**config.mk**
```make
export PLATFORM = sky130hd
export DESIGN_NAME = frame_serializer_flat
export DESIGN_NICKNAME = d
export VERILOG_FILES = /design/src/rtl/frame_serializer_if.sv /design/src/rtl/frame_serializer.sv /design/src/flat_wrapper.sv
export SDC_FILE = /design/constraint.sdc
export NUM_CORES = 1
export LEC_CHECK = 0
export CAP_MARGIN = 20
export CORE_ASPECT_RATIO = 0.6
export CORE_MARGIN = 3
export CORE_UTILIZATION = 54
export CTS_BUF_LIST = sky130_fd_sc_hd__clkbuf_4
export DETAILED_ROUTE_END_ITERATION = 7
export GPL_ROUTABILITY_DRIVEN = 0
export HOLD_SLACK_MARGIN = 0.02
export PLACE_DENSITY = 0.91
export SLEW_MARGIN = 5
export SYNTH_ARGS = -nofsm -noshare
export SYNTH_HDL_FRONTEND = slang
export SYNTH_SLANG_ARGS = --single-unit
export TNS_END_PERCENT = 50
```
**constraint.sdc**
```tcl
create_clock -name clk -period 1.9 [get_ports clk]
set_clock_uncertainty 0.05 [all_clocks]
set_input_delay 0.19 -clock clk [delete_from_list [all_inputs] [get_ports clk]]
set_output_delay 0.19 -clock clk [all_outputs]
set_load 0.02 [all_outputs]
```
**src/rtl/frame_serializer_if.sv**
```systemverilog
// Parallel-load / serial-play handshake bundle for frame_serializer.
interface frame_serializer_if #(parameter int WIDTH = 8);
  logic             load;
  logic [1:0]       count;
  logic [WIDTH-1:0] d0;
  logic [WIDTH-1:0] d1;
  logic [WIDTH-1:0] d2;
  logic             load_ready;
  logic             putFlag;
  logic [WIDTH-1:0] value;
  logic             busy;
  logic             done;

  modport master (
    output load, count, d0, d1, d2,
    input  load_ready, putFlag, value, busy, done
  );

  modport slave (
    input  load, count, d0, d1, d2,
    output load_ready, putFlag, value, busy, done
  );
endinterface

```
**src/rtl/frame_serializer.sv**
```systemverilog
// Plays a 1..3 word parallel frame out one word per cycle, then holds putFlag low for GAP_CYCLES.
// Define SERIALIZER_QUEUE_EN to add a one-deep pending-frame buffer accepting loads while busy.
module frame_serializer #(
  parameter int WIDTH      = 8,
  parameter int MAX_WORDS  = 3,
  parameter int GAP_CYCLES = 1
) (
  input  logic                clk,
  input  logic                reset,
  frame_serializer_if.slave   bus
);
  typedef enum logic [1:0] {IDLE, SEND, GAP} state_t;

  state_t           state;
  logic [WIDTH-1:0] words [3];
  logic [1:0]       idx;
  logic [1:0]       last_idx;
  logic [3:0]       gap_cnt;

  logic             accept;
  logic             gap_done;
  logic             direct;
  logic             from_pending;
  logic             start;
  logic [1:0]       eff_count;
  logic [1:0]       start_last;
  logic [WIDTH-1:0] start_w [3];

  assign accept   = bus.load && bus.load_ready && (bus.count != '0);
  assign gap_done = (state == GAP) && (gap_cnt == 4'(GAP_CYCLES));
  // A load landing on the final gap cycle launches directly, keeping the gap exact.
  assign direct   = accept && ((state == IDLE) || gap_done);
  assign start    = direct || from_pending;

  always_comb begin
    eff_count = (bus.count > 2'(MAX_WORDS)) ? 2'(MAX_WORDS) : bus.count;
  end

`ifdef SERIALIZER_QUEUE_EN
  logic             pending_valid;
  logic [1:0]       pending_last;
  logic [WIDTH-1:0] pending_w [3];

  assign bus.load_ready = !pending_valid;
  assign from_pending   = gap_done && pending_valid;

  always_ff @(posedge clk or posedge reset) begin
    if (reset) begin
      pending_valid <= 1'b0;
      pending_last  <= '0;
      pending_w     <= '{default: '0};
    end else if (from_pending) begin
      pending_valid <= 1'b0;
    end else if (accept && !direct) begin
      pending_valid <= 1'b1;
      pending_last  <= eff_count - 2'd1;
      pending_w     <= '{bus.d0, bus.d1, bus.d2};
    end
  end
`else
  assign bus.load_ready = (state == IDLE);
  assign from_pending   = 1'b0;
`endif

  always_comb begin
    start_last = eff_count - 2'd1;
    start_w    = '{bus.d0, bus.d1, bus.d2};
`ifdef SERIALIZER_QUEUE_EN
    if (from_pending) begin
      start_last = pending_last;
      start_w    = pending_w;
    end
`endif
  end

  always_ff @(posedge clk or posedge reset) begin
    if (reset) begin
      state       <= IDLE;
      words       <= '{default: '0};
      idx         <= '0;
      last_idx    <= '0;
      gap_cnt     <= '0;
      bus.putFlag <= 1'b0;
      bus.value   <= '0;
      bus.busy    <= 1'b0;
      bus.done    <= 1'b0;
    end else begin
      bus.done <= 1'b0;
      if (start) begin
        state       <= SEND;
        words       <= start_w;
        last_idx    <= start_last;
        idx         <= '0;
        bus.putFlag <= 1'b1;
        bus.value   <= start_w[0];
        bus.busy    <= 1'b1;
      end else begin
        case (state)
          SEND: begin
            if (idx == last_idx) begin
              state       <= GAP;
              bus.putFlag <= 1'b0;
              bus.value   <= '0;
              bus.done    <= 1'b1;
              gap_cnt     <= 4'd1;
            end else begin
              idx       <= idx + 2'd1;
              bus.value <= words[idx + 2'd1];
            end
          end
          GAP: begin
            if (gap_done) begin
              state    <= IDLE;
              bus.busy <= 1'b0;
            end else begin
              gap_cnt <= gap_cnt + 4'd1;
            end
          end
          default: ;
        endcase
      end
    end
  end
endmodule

```
**src/flat_wrapper.sv**
```systemverilog
// flat-port wrapper written by rule: the top's interface ports become plain ports
module frame_serializer_flat 
#(
  parameter int WIDTH      = 8,
  parameter int MAX_WORDS  = 3,
  parameter int GAP_CYCLES = 1
)
  (clk, reset, bus_load, bus_count, bus_d0, bus_d1, bus_d2, bus_load_ready, bus_putFlag, bus_value, bus_busy, bus_done);
  frame_serializer_if #(.WIDTH(WIDTH)) bus_i ();
  input  logic clk;
  input  logic reset;
  input wire logic [$bits(bus_i.load)-1:0] bus_load;
  input wire logic [$bits(bus_i.count)-1:0] bus_count;
  input wire logic [$bits(bus_i.d0)-1:0] bus_d0;
  input wire logic [$bits(bus_i.d1)-1:0] bus_d1;
  input wire logic [$bits(bus_i.d2)-1:0] bus_d2;
  output wire logic [$bits(bus_i.load_ready)-1:0] bus_load_ready;
  output wire logic [$bits(bus_i.putFlag)-1:0] bus_putFlag;
  output wire logic [$bits(bus_i.value)-1:0] bus_value;
  output wire logic [$bits(bus_i.busy)-1:0] bus_busy;
  output wire logic [$bits(bus_i.done)-1:0] bus_done;
  assign bus_i.load = bus_load;
  assign bus_i.count = bus_count;
  assign bus_i.d0 = bus_d0;
  assign bus_i.d1 = bus_d1;
  assign bus_i.d2 = bus_d2;
  assign bus_load_ready = bus_i.load_ready;
  assign bus_putFlag = bus_i.putFlag;
  assign bus_value = bus_i.value;
  assign bus_busy = bus_i.busy;
  assign bus_done = bus_i.done;
  frame_serializer #(.WIDTH(WIDTH), .MAX_WORDS(MAX_WORDS), .GAP_CYCLES(GAP_CYCLES)) u_core (.clk(clk), .reset(reset), .bus(bus_i));
endmodule
```
==> results of run 1 <==
-- power by group through the flow --
stage	combinational, uW	sequential, uW	clock, uW
after floorplan	1590	1750	0
after global placement	2270	1680	0
after detailed placement	2350	1690	0
after CTS	2340	1670	475
after global routing	2630	1730	509
final	2360	1670	456
-- area by class of cell --
type                            instances  area share
Clock inverter                          3     0.00621
Tap cell                               57      0.0253
Clock buffer                            5      0.0133
Sequential cell                        45       0.399
Multi-Input combinational cell        162       0.358
Timing Repair Buffer                   50       0.177
Inverter                               16      0.0213
-- worst max-delay path: cells and delay by family, from the launching register on --
kind	cells	cell delay [ns]
buffers and inverters	1	0.10
and+or+nand+nor	3	0.56
DFF	1	0.41
adders and majority gates	1	0.27
AOI/OAI and AO/OA	1	0.27
-- Yosys cell counts --
master	number
sky130_fd_sc_hd__o211ai_1	1
sky130_fd_sc_hd__o21a_1	9
sky130_fd_sc_hd__a21o_1	1
sky130_fd_sc_hd__buf_2	2
sky130_fd_sc_hd__and3b_1	1
sky130_fd_sc_hd__xor2_4	1
sky130_fd_sc_hd__ha_1	7
sky130_fd_sc_hd__dfrtp_1	45
sky130_fd_sc_hd__inv_1	16
sky130_fd_sc_hd__nand2b_4	1
sky130_fd_sc_hd__nand3b_1	2
sky130_fd_sc_hd__clkbuf_1	7
sky130_fd_sc_hd__mux2i_1	1
sky130_fd_sc_hd__nor2_1	5
sky130_fd_sc_hd__xnor2_1	1
sky130_fd_sc_hd__o21ai_4	1
sky130_fd_sc_hd__xor2_2	1
sky130_fd_sc_hd__a22o_1	1
sky130_fd_sc_hd__nand2_1	78
sky130_fd_sc_hd__a21oi_1	8
sky130_fd_sc_hd__nand3_2	1
sky130_fd_sc_hd__a211o_1	1
sky130_fd_sc_hd__o221ai_1	8
sky130_fd_sc_hd__and2_1	1
sky130_fd_sc_hd__buf_1	2
sky130_fd_sc_hd__a22oi_1	1
sky130_fd_sc_hd__o31ai_2	1
sky130_fd_sc_hd__or3_1	1
sky130_fd_sc_hd__o31ai_1	2
sky130_fd_sc_hd__o21ai_0	5
sky130_fd_sc_hd__nand3_1	3
sky130_fd_sc_hd__buf_6	3
sky130_fd_sc_hd__nand4bb_1	1
sky130_fd_sc_hd__mux2_2	8
sky130_fd_sc_hd__nor3b_1	7
sky130_fd_sc_hd__o41ai_2	1
sky130_fd_sc_hd__nor3_1	2
-- path summary, 6_finish.rpt --
check	start	end	slack (ns)	cells past startpoint
max	u_core.state[0]$_DFFE_PP0P_	u_core.gap_cnt[3]$_DFFE_PP0P_	0.15	6
max reg2reg	u_core.state[0]$_DFFE_PP0P_	u_core.gap_cnt[3]$_DFFE_PP0P_	0.15	6
min	reset	u_core.words[4]$_DFFE_PP0P_	0.1	3
min in group clk	bus_d1[7]	u_core.words[15]$_DFFE_PP0P_	0.29	3
max in group asynchronous	reset	u_core.gap_cnt[3]$_DFFE_PP0P_	1.48	3
min reg2reg	u_core.words[20]$_DFFE_PP0P_	u_core.words[20]$_DFFE_PP0P_	0.44	2
-- flip-flops by register name, indices dropped and copies added, names as in the netlist --
register	flops
u_core.words	24
u_core.bus.value	8
u_core.gap_cnt	4
u_core.idx	2
u_core.last_idx	2
u_core.state	2
u_core.bus.busy	1
u_core.bus.done	1
u_core.bus.putFlag	1
-- layer usage --
layer / share of wire / track usage / routed length [um]
met2: 0.43 / 0.307 / 2020
met5: 0 / 0 / 0
met3: 0.061 / 0.0488 / 287
met4: 0.016 / 0.0764 / 76
met1: 0.50 / 0.293 / 2350
-- per-stage QoR --
stage                     instances   util  instance area [um^2]  hold slack, ns  worst slack [ns]
after floorplan                 237      -                  2270           0.245             0.133
after global placement          330  0.717                  2760           0.401             0.145
after detailed placement        330  0.717                  2760           0.407            0.0585
after CTS                       338  0.731                  2820          0.0982             0.118
after global routing            338  0.733                  2820           0.107            0.0273
final                           338  0.733                  2820          0.0989             0.145
-- logic make-up (layout without fill, tap and decap cells) --
| group | after synthesis | count (layout) | share of synthesized area |
|---|---|---|---|
| flops | 45 | 45 | 0.497 |
| mux | 9 | 9 | 0.0442 |
| fa+ha+maj | 7 | 7 | 0.0386 |
| simple gates | 103 | 103 | 0.203 |
| compound gates | 40 | 40 | 0.134 |
| xor+xnor | 3 | 3 | 0.0232 |
| buf+inv | 30 | 74 | 0.0607 |
-- timing repair --
action,4_1_cts,5_1_grt
hold buffers,0,0
gates cloned,0,0
endpoints found under the setup margin,1,1
gates resized for setup,1,1
==> summary.md, run 1 <==
| Metric | Value |
|---|---|
| Outcome | `finished clean` |
| Top-level I/O count | `41` |
| Layout cells sized above 1 | `0.121` |
| Crit Path Category | `reg2reg` |
| Fin nets | `316` |
| Yosys cell types | `37` |
| Final Setup Violations | `0` |
| Initial Utilization | `0.589` |
| TritonCTS clock tree | `built` |
| DRT iter0 DRCs | `87` |
| Root Buffer Master | `sky130_fd_sc_hd__clkbuf_4` |
| Worst vdd ir | `0.000923 V` |
| Area delta synth->final | `24.4%` |
| Seq/Total Area, Yosys | `0.497` |
| Site Rows | `17` |
| Period utilisation layout | `0.924` |
| Aggregate global routing overflow | `0` |
| Share of the synthesized area in the top cell type | `0.497` |
| Synth Register Bits | `45` |
| Worst-path fanout max | `5` |
| Series of cell instances along the critical path | `inv_1, ha_1, nand4bb_1, nand3_2, nand2b_4, o41ai_2` |
| Quantity of I/O buffers inserted on ports | `40` |
| TNS Setup | `0 ns` |
| Kind of end point of the critical path | `flop` |
| Global-route wire length before repair | `7.94 mm` |
| Worst min path class | `in2async` |
| Most common cell after layout, fill and taps aside | `sky130_fd_sc_hd__nand2_1` |
| Switching share of power | `0.413` |
| Clock transition at the registers of the reported paths | `0.14 ns` |
| Routed vias/inst | `5.28` |
| Achievable frequency | `570 MHz` |
| Number of buffers added by the clock tree synthesis step | `5` |
| Max-Cap Viols | `0` |
| Area taken by multi-input logic gates | `1010 um^2` |
| Synth area leaders | `sky130_fd_sc_hd__dfrtp_1 (50%), sky130_fd_sc_hd__nand2_1 (13%), sky130_fd_sc_hd__mux2_2 (4.0%), sky130_fd_sc_hd__ha_1 (3.9%), sky130_fd_sc_hd__o221ai_1 (3.1%)` |
| Depth of the CTS H-tree | `2` |
| Power density relative to cell area | `1590 nW/um^2` |
| Top cell type by total area after synthesis | `sky130_fd_sc_hd__dfrtp_1` |
| Launching element type of the critical path | `flop` |
| Maximum buffer depth of the clock tree | `2` |
| Antenna violations before repair | `0` |
| Total wirelength of the detailed-routed design | `4.73 mm` |
| Yosys warnings | `0` |
| Worst-margin pin slew | `0.486 ns` |
| Count of pins over their slew limit | `0` |
| Synth Net Count | `273` |
| Core ar. | `3850 um^2` |
| Maximum number of pins on one net before global-route repair | `46` |
| CTS sink cnt | `45` |
| Required time of the worst setup path | `2.12 ns` |
| Net switching power | `1850 uW` |
| Synthesized area divided by synthesized cell count | `9.57 um^2` |
| Residual DRC | `0` |
| Flip-flop and latch area | `1130 um^2` |
| RSZ-0062 raised after global routing | `no` |
| Detailed-routing iteration count for the pre-antenna-repair pass | `4` |
| Total of fill cells in the finished design | `286` |
| Clock latency on the worst-skew pair | `0.37 ns` |
| Data arrival at the endpoint of the critical path | `1.98 ns` |
| Number of antenna diodes | `0` |
| Relative max-transition margin | `0.675` |
| Endpoints failing hold | `0` |
| DR vias | `1785` |
| Delay of the slowest cell on the worst path | `0.41 ns` |
| Cell at the slowest stage of the critical path | `sky130_fd_sc_hd__dfrtp_1` |
| Top library cells by usage in the layout, fill and taps aside | `sky130_fd_sc_hd__nand2_1 (78), sky130_fd_sc_hd__dfrtp_1 (45), sky130_fd_sc_hd__clkdlybuf4s50_1 (39)` |
| Proportion of power drawn by combinational gates | `0.526` |
| Number of antenna-violating nets in the routed design | `0` |
| Width of the die | `89.7 um` |
| Clock power share | `0.102` |
| Detail-routed net length per standard cell | `14.0 um` |
| Clock period minus worst slack | `1.75 ns` |
| Vias in the first global route | `1718` |
| Die height | `56.2 um` |
| Seq pwr share | `0.373` |
| Total Power Consumption | `4490 uW` |
| Number of setup buffers added after CTS | `0` |
| Post-detail-place hpwl | `3.25 mm` |
| Internal Dissipation | `2640 uW` |
| Die ar. | `5040 um^2` |
| Synth Instances | `237` |
| Static leakage | `0.00135 uW` |
| GRT Overall Usage | `0.207` |
| Post-Synthesis Cell Area | `2270 um^2` |
No activity file was read; power rests on OpenSTA's default activity.
==> inputs of run 2 (changes only) <==
CAP_MARGIN = default   (was 20)
==> results of run 2 <==
No change in the layout: final DEF, timing and power equal those of run 1.
